[config.mk]
export PLATFORM = sky130hd
export DESIGN_NAME = multi_slave_bridge_flat
export DESIGN_NICKNAME = d
export VERILOG_FILES = /design/src/rtl/multi_slave_bridge_if.sv /design/src/rtl/multi_slave_bridge.sv /design/src/flat_wrapper.sv
export SDC_FILE = /design/constraint.sdc
export NUM_CORES = 1
export LEC_CHECK = 0
export ABC_AREA = 1
export BUFFER_PORTS_ARGS = -buffer_cell sky130_fd_sc_hd__buf_2
export CORE_ASPECT_RATIO = 0.8
export CORE_MARGIN = 1
export CORE_UTILIZATION = 47
export CTS_BUF_LIST = sky130_fd_sc_hd__clkbuf_2
export CTS_CLUSTER_SIZE = 8
export DETAILED_ROUTE_END_ITERATION = 12
export GPL_TIMING_DRIVEN = 0
export PLACE_DENSITY_LB_ADDON = 0.12
export SLEW_MARGIN = 10
export SYNTH_ARGS = -nofsm -noshare
export SYNTH_HDL_FRONTEND = slang
export SYNTH_SLANG_ARGS = --single-unit
[constraint.sdc]
create_clock -name clk -period 1.9 [get_ports clk]
set_input_delay 0.285 -clock clk [delete_from_list [all_inputs] [get_ports clk]]
set_output_delay 0.285 -clock clk [all_outputs]
set_load 0.01 [all_outputs]
[src/rtl/multi_slave_bridge_if.sv]
// Bus bundle between an initiator, the multi_slave_bridge and its slave ports.
// The slave modport is the bridge's view; the master modport is the initiator/slave-side stimulus view.
interface multi_slave_bridge_if #(
  parameter int unsigned NUM_SLAVES = 4
);
  logic                      req;
  logic                      writeEnable;
  logic [31:0]               address;
  logic [31:0]               writeDataIn;
  logic                      busy;
  logic                      respValid;
  logic [31:0]               readData;
  logic                      exception;
  logic [1:0]                errCode;
  logic [NUM_SLAVES-1:0]     sel;
  logic [NUM_SLAVES-1:0]     slvWE;
  logic [3:0]                slvAddr;
  logic [31:0]               slvWData;
  logic [32*NUM_SLAVES-1:0]  slvRData;
  logic [NUM_SLAVES-1:0]     slvReady;

  modport slave (
    input  req, writeEnable, address, writeDataIn, slvRData, slvReady,
    output busy, respValid, readData, exception, errCode,
           sel, slvWE, slvAddr, slvWData
  );

  modport master (
    output req, writeEnable, address, writeDataIn, slvRData, slvReady,
    input  busy, respValid, readData, exception, errCode,
           sel, slvWE, slvAddr, slvWData
  );
endinterface

[src/rtl/multi_slave_bridge.sv]
// Single-initiator to N-slave address-decoding bridge with alignment check,
// per-access ready timeout and a one-cycle completion pulse.
module multi_slave_bridge #(
  parameter int unsigned NUM_SLAVES = 4,
  parameter logic [15:0] BASE_ADDR  = 16'h7F00,
  parameter logic [15:0] STRIDE     = 16'h0010,
  parameter int unsigned WR_WORDS   = 2,
  parameter int unsigned RD_WORDS   = 3,
  parameter int unsigned TIMEOUT    = 15
) (
  input logic              clk,
  input logic              reset,
  multi_slave_bridge_if.slave bus
);

  localparam int unsigned IDX_W = (NUM_SLAVES > 1) ? $clog2(NUM_SLAVES) : 1;
  localparam logic [7:0]  TMO   = 8'(TIMEOUT);

  typedef enum logic [1:0] {
    IDLE   = 2'd0,
    ACCESS = 2'd1,
    RESP   = 2'd2
  } state_t;

  state_t                state, state_next;
  logic                  wr_q;
  logic [IDX_W-1:0]      idx_q;
  logic [3:0]            woff_q;
  logic [31:0]           wdata_q;
  logic [31:0]           rdata_q;
  logic [7:0]            cnt_q;
  logic [1:0]            err_q;

  logic                  misaligned;
  logic                  dec_hit;
  logic [IDX_W-1:0]      dec_idx;
  logic [3:0]            dec_woff;
  logic [15:0]           dec_off;
  logic [15:0]           dec_lim;
  logic                  ready_sel;
  logic [NUM_SLAVES-1:0] sel_vec;
  logic                  unused_addr_hi;

  assign unused_addr_hi = ^bus.address[31:16];
  assign misaligned     = |bus.address[1:0];

  // Offsets below a window base wrap to large values and fail the limit test.
  always_comb begin
    dec_hit  = 1'b0;
    dec_idx  = '0;
    dec_woff = '0;
    dec_off  = '0;
    dec_lim  = bus.writeEnable ? 16'(WR_WORDS * 4) : 16'(RD_WORDS * 4);
    for (int unsigned i = 0; i < NUM_SLAVES; i++) begin
      dec_off = bus.address[15:0] - (BASE_ADDR + 16'(i) * STRIDE);
      if (!dec_hit && (dec_off < dec_lim)) begin
        dec_hit  = 1'b1;
        dec_idx  = IDX_W'(i);
        dec_woff = dec_off[5:2];
      end
    end
  end

  assign ready_sel = bus.slvReady[idx_q];

  always_ff @(posedge clk or negedge reset) begin
    if (!reset) state <= IDLE;
    else        state <= state_next;
  end

  always_comb begin
    state_next = state;
    unique case (state)
      IDLE:    if (bus.req) state_next = (misaligned || !dec_hit) ? RESP : ACCESS;
      ACCESS:  if (ready_sel || (cnt_q == TMO)) state_next = RESP;
      RESP:    state_next = IDLE;
      default: state_next = IDLE;
    endcase
  end

  always_ff @(posedge clk or negedge reset) begin
    if (!reset) begin
      wr_q    <= 1'b0;
      idx_q   <= '0;
      woff_q  <= '0;
      wdata_q <= '0;
      rdata_q <= '0;
      cnt_q   <= '0;
      err_q   <= '0;
    end else begin
      unique case (state)
        IDLE: if (bus.req) begin
          wr_q    <= bus.writeEnable;
          wdata_q <= bus.writeDataIn;
          rdata_q <= '0;
          cnt_q   <= '0;
          idx_q   <= dec_idx;
          woff_q  <= dec_woff;
          err_q   <= misaligned ? 2'd2 : (dec_hit ? 2'd0 : 2'd1);
        end
        // Ready on the final counted cycle still wins over the timeout.
        ACCESS: begin
          if (ready_sel) begin
            err_q <= 2'd0;
            if (!wr_q) rdata_q <= bus.slvRData[32*idx_q +: 32];
          end else if (cnt_q == TMO) begin
            err_q <= 2'd3;
          end else begin
            cnt_q <= cnt_q + 8'd1;
          end
        end
        default: ;
      endcase
    end
  end

  assign sel_vec       = (state == ACCESS) ? (NUM_SLAVES'(1) << idx_q) : '0;
  assign bus.sel       = sel_vec;
  assign bus.slvWE     = sel_vec & {NUM_SLAVES{wr_q}};
  assign bus.slvAddr   = woff_q;
  assign bus.slvWData  = wdata_q;
  assign bus.busy      = (state != IDLE);
  assign bus.respValid = (state == RESP);
  assign bus.errCode   = (state == RESP) ? err_q : '0;
  assign bus.exception = (state == RESP) && (err_q != 2'd0);
  assign bus.readData  = (state == RESP) ? rdata_q : '0;

endmodule

[src/flat_wrapper.sv]
// flat-port wrapper written by rule: the top's interface ports become plain ports
module multi_slave_bridge_flat 
#(
  parameter int unsigned NUM_SLAVES = 4,
  parameter logic [15:0] BASE_ADDR  = 16'h7F00,
  parameter logic [15:0] STRIDE     = 16'h0010,
  parameter int unsigned WR_WORDS   = 2,
  parameter int unsigned RD_WORDS   = 3,
  parameter int unsigned TIMEOUT    = 15
)
  (clk, reset, bus_req, bus_writeEnable, bus_address, bus_writeDataIn, bus_slvRData, bus_slvReady, bus_busy, bus_respValid, bus_readData, bus_exception, bus_errCode, bus_sel, bus_slvWE, bus_slvAddr, bus_slvWData);
  multi_slave_bridge_if #(.NUM_SLAVES(NUM_SLAVES)) bus_i ();
  input logic clk;
  input logic reset;
  input wire logic [$bits(bus_i.req)-1:0] bus_req;
  input wire logic [$bits(bus_i.writeEnable)-1:0] bus_writeEnable;
  input wire logic [$bits(bus_i.address)-1:0] bus_address;
  input wire logic [$bits(bus_i.writeDataIn)-1:0] bus_writeDataIn;
  input wire logic [$bits(bus_i.slvRData)-1:0] bus_slvRData;
  input wire logic [$bits(bus_i.slvReady)-1:0] bus_slvReady;
  output wire logic [$bits(bus_i.busy)-1:0] bus_busy;
  output wire logic [$bits(bus_i.respValid)-1:0] bus_respValid;
  output wire logic [$bits(bus_i.readData)-1:0] bus_readData;
  output wire logic [$bits(bus_i.exception)-1:0] bus_exception;
  output wire logic [$bits(bus_i.errCode)-1:0] bus_errCode;
  output wire logic [$bits(bus_i.sel)-1:0] bus_sel;
  output wire logic [$bits(bus_i.slvWE)-1:0] bus_slvWE;
  output wire logic [$bits(bus_i.slvAddr)-1:0] bus_slvAddr;
  output wire logic [$bits(bus_i.slvWData)-1:0] bus_slvWData;
  assign bus_i.req = bus_req;
  assign bus_i.writeEnable = bus_writeEnable;
  assign bus_i.address = bus_address;
  assign bus_i.writeDataIn = bus_writeDataIn;
  assign bus_i.slvRData = bus_slvRData;
  assign bus_i.slvReady = bus_slvReady;
  assign bus_busy = bus_i.busy;
  assign bus_respValid = bus_i.respValid;
  assign bus_readData = bus_i.readData;
  assign bus_exception = bus_i.exception;
  assign bus_errCode = bus_i.errCode;
  assign bus_sel = bus_i.sel;
  assign bus_slvWE = bus_i.slvWE;
  assign bus_slvAddr = bus_i.slvAddr;
  assign bus_slvWData = bus_i.slvWData;
  multi_slave_bridge #(.NUM_SLAVES(NUM_SLAVES), .BASE_ADDR(BASE_ADDR), .STRIDE(STRIDE), .WR_WORDS(WR_WORDS), .RD_WORDS(RD_WORDS), .TIMEOUT(TIMEOUT)) u_core (.clk(clk), .reset(reset), .bus(bus_i));
endmodule
==> impl_metrics.csv <==
group,metric,value,unit
status,status,"finished, violations left",
status,violations,"negative setup slack",
timing,max_freq,0.490,GHz
drt,firstDrtPassIters,6,
synthesis,synth_top_family_by_area,"simple AND/OR/NAND/NOR gates",
layout,final_common_cell,"nand2_1",
pwr,peakVddDrop,0.505,mV
floorplanning,core-area,0.0108,sq mm
layout,layout-drive-gt1-share,36.0,%
timing,finalCritPeriodShare,108,%
worst_setup_path,cp_max_fo,5,
min_path,min-delay-path-class,"primary input to flip-flop",
floorplanning,io_pins,281,
synthesis,synthesis.area,0.00523,sq mm
placed_design,dpl.hpwl,13000,um
placed_design,place_ws,-0.308,ns
synthesis,yosysWarningCount,0,
global_routing,grt_pass1_wl,27800,um
drt,antenna_left,0,
synthesis,avgSynthCellArea,6.63,sq um
floorplanning,die_x,120,um
pwr,power_density,537,mW/mm^2
clock_network,h-tree-depth,3,
synthesis,yosys-top-cells-area,"dfrtp_1, nand2_1, nand3_1, nor2_1, inv_1",
synthesis,synthMuxAreaShare,0,%
pwr,power_leakage,4.23,nW
worst_setup_path,r2r-start,"u_core.idx_q[0]",
timing,whs,0.0487,ns
timing,drv_slew,0,
flow_run,maxCapViolCount,0,
worst_setup_path,worstPathArrival,1.76,ns
global_routing,grt-ovfl-total,0,
layout,diodes,0,
worst_setup_path,r2r-end,"u_core.cnt_q[4]",
synthesis,synth_fa_ha_area_share,2.15,%
synthesis,syn_inst,789,
drt,vias,6559,
synthesis,synthArstFlopShare,100,%
clock_network,cts_tree,"yes",
worst_setup_path,ff2ff_setup_slack,-0.03,ns
timing,worst_slew_pin_slew,0.514,ns
floorplanning,rows,34,
timing,fin_worst_skew,0.0308,ns
clock_network,cts_buffers,9,
synthesis,yosys.area.top_type,"dfrtp_1",
min_path,holdPathStages,5,
layout,area.growth.synth_to_final,54.1,%
placed_design,io_buffers,263,
clock_network,clk_path_buf_depth,2,
synthesis,yosysSeqAreaShare,39.7,%
floorplanning,dieArea,0.0116,sq mm
synthesis,synthXorXnorAreaFrac,0.670,%
worst_setup_path,endpoint_kind,"output pin",
global_routing,grt_util_all_layers,31.2,%
worst_setup_path,crit_required,1.62,ns
synthesis,synth_nets,998,
clock_network,clock_latency,0.57,ns
clock_network,clk_pin_slew_worst_paths,0.26,ns
drt,wl_per_cell,14.6,um
synthesis,synthSimpleGateAreaFrac,42.3,%
global_routing,grt_pass1_vias,5534,
timing,worst_slack,-0.143,ns
synthesis,synth_compound_area_share,6.85,%
clock_network,cts.sinks,83,
synthesis,synthFlopType,"dfrtp_1",
drt,drt_iter0_markers,426,
worst_setup_path,startpoint_type,"flip-flop",
min_path,hold_end,"u_core.rdata_q[16]",
timing,timing.slew.headroom,65.8,%
global_routing,grt_max_degree,63,
synthesis,synthDistinctLibCells,32,
worst_setup_path,r2r_cells,12,
drt,vias_per_cell,5.12,
drt,drc,0,
floorplanning,die_y,96.3,um
floorplanning,start_util,48.2,%
worst_setup_path,critPathKind,"flip-flop to output pin",
layout,layout_common_cells,"nand2_1, buf_2, dfrtp_1",
layout,fin_nets,1342,
drt,wl,18700,um
timing,rsz0062_at_grt,"true",
global_routing,antenna_found_initial,0,
synthesis,synth_edf_count,0,
clock_network,clock-root-buffer,"clkbuf_2",
timing,min_period,2.04,ns
synthesis,ys_ff_latch,83,
placed_design,gp_congestion,0.897,
synthesis,synth_top_area_share,39.7,%
min_path,hp-start,"bus_slvRData[48]",
timing,finalSetupViolCount,45,
timing,hold_viol_final,0,
-- metrics by stage --
step | instances | power [mW] | utilization (%) | instance area, sq um | TNS, ns
2_1_floorplan | 789 | 2.55 | - | 5230 | 0
3_3_place_gp | 1196 | 3.07 | 62.0 | 6720 | -18.54
3_5_place_dp | 1197 | 3.08 | 62.3 | 6750 | -3.84
4_1_cts | 1272 | 4.25 | 71.5 | 7760 | -3.74
5_1_grt | 1282 | 4.56 | 74.3 | 8060 | -8.99
6_report | 1282 | 4.33 | 74.3 | 8060 | -2.46
-- sequential cells by signal, summed over array words and instances, names as in the netlist --
register,flops
u_core.rdata_q,32
u_core.wr_q,1
u_core.state,2
u_core.cnt_q,8
u_core.bus.slvWData,32
u_core.bus.slvAddr,4
u_core.err_q,2
u_core.idx_q,2
-- what timing repair did --
item	4_1_cts	5_1_grt
cloned	4	0
setup buffers	17	9
resized for setup	89	77
hold buffers	38	1
setup endpoints to repair	77	119
pin swaps	6	8
hold endpoints to repair	119	1
-- cell type report --
type,count,area (sq um)
plain buffers,35,277
fillers,923,2790
clock inverters,7,75.1
clock buffers,9,45.0
flip-flops and latches,83,2080
inverters,78,308
well taps,144,180
repair buffers,333,2110
multi-input cells,593,2980
-- synth_stat cells, types with 4 or more instances --
cell and instances:
a21oi_1 11, inv_1 71, o21ai_0 39, buf_2 5, nand2_1 316, nand3_1 61, nor2_2 6, xor2_1 4
nor3_1 7, nand4_1 39, a21oi_2 5, dfrtp_1 83, clkinv_1 4, clkbuf_1 30, ha_1 9, nor2_1 72
-- report_power, final --
| group | switching, mW | leakage (nW) | internal (mW) | total (mW) |
|---|---|---|---|---|
| combinational | 0.796 | 3.06 | 0.603 | 1.40 |
| clock | 0.664 | 0.0766 | 0.314 | 0.978 |
| sequential | 0.0727 | 1.09 | 1.88 | 1.95 |
| total | 1.53 | 4.23 | 2.79 | 4.33 |
-- kinds of logic after synthesis --
logic type | Yosys count
simple gates | 515
fa+ha+maj | 9
compound gates | 65
flops | 83
xor+xnor | 4
buf+inv | 113
-- metal layers --
layer	routed length, um	part of all wire [%]	track usage (%)	vias to the layer above
met2	8920	48	50.2	282
met3	1370	7.3	6.75	21
met4	231	1.2	7.81	0
met1	8180	44	42.8	3056
met5	0	0	0	-
li1	-	-	-	3200
-- worst max-delay path: stages (launching register included) --
cell	delay, ns
dfrtp_2	0.53
buf_6	0.15
nor2_4	0.12
buf_8	0.12
inv_4	0.03
nor3_2	0.09
buf_2	0.17
-- worst max-delay path by stage --
stage / startpoint / end / slack, ns / cells past startpoint
floorplan: bus_address[6] / u_core.bus.slvAddr[3] / 0.22 / 15
CTS: u_core.idx_q[1] / bus_slvWE[1] / -0.16 / 6
global route: u_core.state[0] / bus_slvWE[3] / -0.26 / 6
detailed placement: bus_address[5] / u_core.bus.slvAddr[3] / -0.31 / 15
global placement: bus_address[5] / u_core.bus.slvAddr[3] / -0.30 / 15
finish: u_core.idx_q[1] / bus_slvWE[1] / -0.14 / 6
Note: power is estimated with default switching activity, not from simulation.
